[src/rtl/mem_arbiter.sv]
// mem_arbiter: shares one memory-map port between a CPU and a debug/loader port.
//
// Ports:
//   clk, reset                   system clock, asynchronous active-high reset
//   cpu_req/we/addr/wdata        CPU access request; cpu_stall when not granted
//   cpu_rvalid/rdata             CPU read return, one cycle after a read grant
//   dbg_valid/we/addr/wdata      debug access request; dbg_ready when granted
//   dbg_lock                     debug bulk-access lock request
//   dbg_rvalid/rdata             debug read return, one cycle after a read grant
//   locked                       arbiter currently in the lock state
//   mem_address/mem_in/mem_load  request driven to the memory map
//   mem_out                      memory read data, valid one cycle after the address
//
// Grants are combinational. The CPU normally wins, but a waiting debug request
// is forced through after MAX_WAIT consecutive CPU grants. In the lock state
// only the debug port is served.
module mem_arbiter #(
  parameter int unsigned MAX_WAIT = 4
) (
  input  logic        clk,
  input  logic        reset,
  input  logic        cpu_req,
  input  logic        cpu_we,
  input  logic [15:0] cpu_addr,
  input  logic [15:0] cpu_wdata,
  output logic        cpu_stall,
  output logic        cpu_rvalid,
  output logic [15:0] cpu_rdata,
  input  logic        dbg_valid,
  input  logic        dbg_we,
  input  logic [15:0] dbg_addr,
  input  logic [15:0] dbg_wdata,
  input  logic        dbg_lock,
  output logic        dbg_ready,
  output logic        dbg_rvalid,
  output logic [15:0] dbg_rdata,
  output logic        locked,
  output logic [15:0] mem_address,
  output logic [15:0] mem_in,
  output logic        mem_load,
  input  logic [15:0] mem_out
);

  typedef enum logic {StRun, StLock} state_e;
  typedef enum logic [1:0] {OwnNone, OwnCpu, OwnDbg} owner_e;

  localparam logic [2:0] WaitMax = 3'(MAX_WAIT);

  state_e      state_q;
  logic [2:0]  starve_cnt_q;
  owner_e      owner_q;          // requester whose read data arrives this cycle
  logic [15:0] cpu_rdata_q;
  logic [15:0] dbg_rdata_q;

  logic cpu_grant;
  logic dbg_grant;

  // Grants are suppressed during reset so nothing reaches the memory map.
  always_comb begin
    cpu_grant = 1'b0;
    dbg_grant = 1'b0;
    if (!reset) begin
      if (state_q == StLock) begin
        dbg_grant = dbg_valid;
      end else begin
        dbg_grant = dbg_valid && (!cpu_req || (starve_cnt_q == WaitMax));
        cpu_grant = cpu_req && !dbg_grant;
      end
    end
  end

  always_comb begin
    mem_address = 16'h0000;
    mem_in      = 16'h0000;
    mem_load    = 1'b0;
    if (dbg_grant) begin
      mem_address = dbg_addr;
      mem_in      = dbg_wdata;
      mem_load    = dbg_we;
    end else if (cpu_grant) begin
      mem_address = cpu_addr;
      mem_in      = cpu_wdata;
      mem_load    = cpu_we;
    end
  end

  assign cpu_stall  = cpu_req && !cpu_grant;
  assign dbg_ready  = dbg_grant;
  assign locked     = (state_q == StLock);
  assign cpu_rvalid = (owner_q == OwnCpu);
  assign dbg_rvalid = (owner_q == OwnDbg);

  // Read data is passed straight through in the rvalid cycle, then held.
  assign cpu_rdata = cpu_rvalid ? mem_out : cpu_rdata_q;
  assign dbg_rdata = dbg_rvalid ? mem_out : dbg_rdata_q;

  always_ff @(posedge clk or posedge reset) begin
    if (reset) begin
      state_q      <= StRun;
      starve_cnt_q <= 3'd0;
      owner_q      <= OwnNone;
      cpu_rdata_q  <= 16'h0000;
      dbg_rdata_q  <= 16'h0000;
    end else begin
      unique case (state_q)
        // A CPU read returning this cycle must complete before locking.
        StRun:   if (dbg_lock && (owner_q != OwnCpu)) state_q <= StLock;
        StLock:  if (!dbg_lock) state_q <= StRun;
        default: state_q <= StRun;
      endcase

      if (!dbg_valid || dbg_grant) begin
        starve_cnt_q <= 3'd0;
      end else if (cpu_grant && (starve_cnt_q != WaitMax)) begin
        starve_cnt_q <= starve_cnt_q + 3'd1;
      end

      if (cpu_grant && !cpu_we) begin
        owner_q <= OwnCpu;
      end else if (dbg_grant && !dbg_we) begin
        owner_q <= OwnDbg;
      end else begin
        owner_q <= OwnNone;
      end

      if (cpu_rvalid) cpu_rdata_q <= mem_out;
      if (dbg_rvalid) dbg_rdata_q <= mem_out;
    end
  end

endmodule

[config.mk]
export PLATFORM = sky130hd
export DESIGN_NAME = mem_arbiter
export DESIGN_NICKNAME = d
export VERILOG_FILES = /design/src/rtl/mem_arbiter.sv
export SDC_FILE = /design/constraint.sdc
export NUM_CORES = 1
export LEC_CHECK = 0
export CORE_UTILIZATION = 33
export CTS_BUF_LIST = sky130_fd_sc_hd__clkbuf_8
export DETAILED_ROUTE_END_ITERATION = 6
export GPL_ROUTABILITY_DRIVEN = 0
export GPL_TIMING_DRIVEN = 0
export PLACE_DENSITY = 0.78
export SKIP_LAST_GASP = 1
export SLEW_MARGIN = 15
export SYNTH_ARGS = -nofsm -noshare
export SYNTH_HDL_FRONTEND = slang
export SYNTH_SLANG_ARGS = --single-unit
[constraint.sdc]
create_clock -name clk -period 2.15 [get_ports clk]
set_input_delay 0.215 -clock clk [delete_from_list [all_inputs] [get_ports clk]]
set_output_delay 0.215 -clock clk [all_outputs]
set_load 0.05 [all_outputs]
==> impl_metrics.ini <==
[synth]
postSynthCellCount = 145
syn-mean-instance-area_um2 = 13.07
ys_types = 21
synth.area.top_cells = dfrtp_1 (50%), mux2_2 (19%), a22o_1 (15%)
synthTopCellsByCount = dfrtp_1 (38), a22o_1 (33), mux2_2 (32)
synth_top_cell_by_area = dfrtp_1
yosysWarnings = 0
async_reset_ff_share_pct = 100.0
yosysMostFrequentCell = dfrtp_1
ys_seq_area_share_pct = 50.17
ys_seq_elements = 38
synth_flop_cell = dfrtp_1
netlist_area_um2 = 1896
synth_nets = 234
yosys.area.top_type_share_pct = 50.17
synth_edf_count = 0

[die]
dieWidth_um = 77.79
core_region_area_um2 = 5507
die_h_um = 77.79
io_pins = 157
start_util_pct = 34.42
fp.dieArea_um2 = 6051
placement_rows = 27

[final_layout]
design_area_um2 = 3565
final_cells = 386
nets = 403
layout-drive-gt1-share_pct = 35.67
area_delta_synth_final_pct = 88.05
diodes = 0

[clocking]
cts_max_path_buffers = 2
hold_buffers = 0
root_buffer = clkbuf_8
htreeDepth = 2
clk_latency_ns = 0.28
cts.sinks = 38
cts_buffers = 5
cts.clk_slew.worst_paths_ns = 0.07
tritoncts = done

[drt]
antenna_left = 0
drt_wl_total_um = 6054
wl_per_cell_um = 15.68
via_per_inst = 4.731
drcViolationCount = 0
vias = 1826
drtIter0Drc = 39
firstDrtPassIters = 4

[timing]
timing.hold.ws_ns = 0.2559
slew_violations = 0
worstMarginPinSlew_ns = 0.9308
setup_tns_ns = 0
setup_violations = 0
fmax_mhz = 481.2
relSlewSlack_pct = 37.61
rsz0062_at_grt = true
setup_ws_ns = 0.07189
finalHoldViolations = 0
min_period_ns = 2.078
finalCritPeriodShare_pct = 96.66
clock_skew_ns = 0.002447

[worst_setup_path]
rr_startpoint = starve_cnt_q[0]$_DFFE_PP0P_
path_class = flop to output pin
worst_setup_path_end_kind = output pin
worstPathArrival_ns = 1.86
crit_start = starve_cnt_q[0]$_DFFE_PP0P_
required_ns = 1.93
critPathLaunchType = flop
path_max_fanout = 5

[place]
dp.final_hpwl_um = 4419
numPortBuffers = 156
pre_cts_slack_ns = -1.302
placed_cell_area_um2 = 3551
dp_cells = 373

[power_and_ir_drop]
seq_power_share_pct = 32.9
p_comb_share_pct = 51.1
power_switching_mw = 1.150
switching_share_pct = 42.50
leakage_nw = 1.607
internal_power_mw = 1.556
power.density_nw_per_um2 = 758.9
irDropWorstVdd_mv = 0.7090
p_clk_share_pct = 16.0

[run_status]
status = finished, final reports clean

[grt]
grt_max_degree = 21
grt-ovfl-total = 0
grt_usage_pct = 19.49
grt_pass1_wl_um = 9204
first_global_vias = 1817
grt_antenna_before_repair = 0

[worst_hold_path]
hp-class = primary input to asynchronous set/reset pin

[run]
maxCapViolCount = 0
## flip-flops by register name, indices dropped and copies added, names as in the netlist
signal        flops
cpu_rdata_q      16
dbg_rdata_q      16
starve_cnt_q      3
owner_q           2
locked            1
## power groups by stage
stage               registers (mW)  clock network (mW)  logic [mW]
finish                       0.890               0.433        1.38
global route                 0.902               0.496        1.44
CTS                          0.892               0.458        1.38
detailed placement           0.906                   0        1.48
global placement             0.896                   0        1.47
floorplan                    0.896                   0       0.937
## layout by cell type, fill, tap and decap left out, drive strengths merged
cell type and count:
dlygate4sd2 18, mux2 32, nand2b 2, nor2b 5, a22o 33, a21boi 3
dfrtp 38, clkbuf 12, clkdlybuf4s50 86, and3 1, clkdlybuf4s18 2, nand4 2
o21ai 1, clkinvlp 3, nor3b 1, ha 2, clkdlybuf4s15 10, a21oi 3
buf 47, nand3 3, nand2 3, inv 7
## path summary, 6_finish.rpt
| path | slack, ns | endpoint | depth (start not counted) |
|---|---|---|---|
| setup / recovery | 0.07 | mem_address[15] | 6 |
| hold reg to reg | 0.49 | dbg_rdata_q[4]$_DFF_PP0_ | 1 |
| hold / removal | 0.26 | starve_cnt_q[1]$_DFFE_PP0P_ | 3 |
| max in group asynchronous | 1.29 | cpu_rdata_q[7]$_DFF_PP0_ | 2 |
| min in group clk | 0.48 | locked$_DFF_PP0_ | 2 |
| setup reg to reg | 0.73 | owner_q[0]$_DFF_PP0_ | 7 |
## worst max-delay path, stage by stage, from the launching register on
cell and delay, ns:
dfrtp_1 0.41, inv_2 0.07, ha_2 0.18, nand2_2 0.11
a21oi_2 0.28, a22o_1 0.18, clkdlybuf4s18_2 0.36
## metal layers
metal	routed length, um	vias up	global-route usage, %
li1	-	880	-
met1	2536	882	24.16
met2	3112	62	33.27
met3	377	2	5.529
met4	27	0	4.528
met5	0	-	0
## timing repair
item / 4_1_cts / 5_1_grt
resized for setup: 238 / 79
buffers inserted: 1 / 1
pin swaps: 0 / 1
gates cloned: 2 / 2
endpoints found under the setup margin: 70 / 50
## final cells by class
type,instances,area [um^2]
inverters,6,26.28
clock inverters,2,7.507
fillers,482,1942
clock buffers,5,68.82
flip-flops and latches,38,950.9
well taps,72,90.09
multi-input cells,91,840.8
repair buffers,159,1458
repair inverters,2,10.01
plain buffers,11,112.6
## kinds of logic (layout without fill, tap and decap cells)
| family | after synthesis | after routing | synth area share [%] |
|---|---|---|---|
| AOI/OAI and AO/OA | 39 | 40 | 17.82 |
| DFF | 38 | 38 | 50.16 |
| muxes | 32 | 32 | 19.01 |
| and+or+nand+nor | 17 | 17 | 5.610 |
| buffers and inverters | 17 | 185 | 6.073 |
| adders and majority gates | 2 | 2 | 1.320 |
## stage by stage
stage / total power [mW] / utilization [%]
finish: 2.705 / 64.74
global route: 2.841 / 64.74
CTS: 2.734 / 63.74
detailed placement: 2.390 / 64.49
global placement: 2.371 / 64.49
floorplan: 1.833 / -
Power figures use the tool's default switching activity.
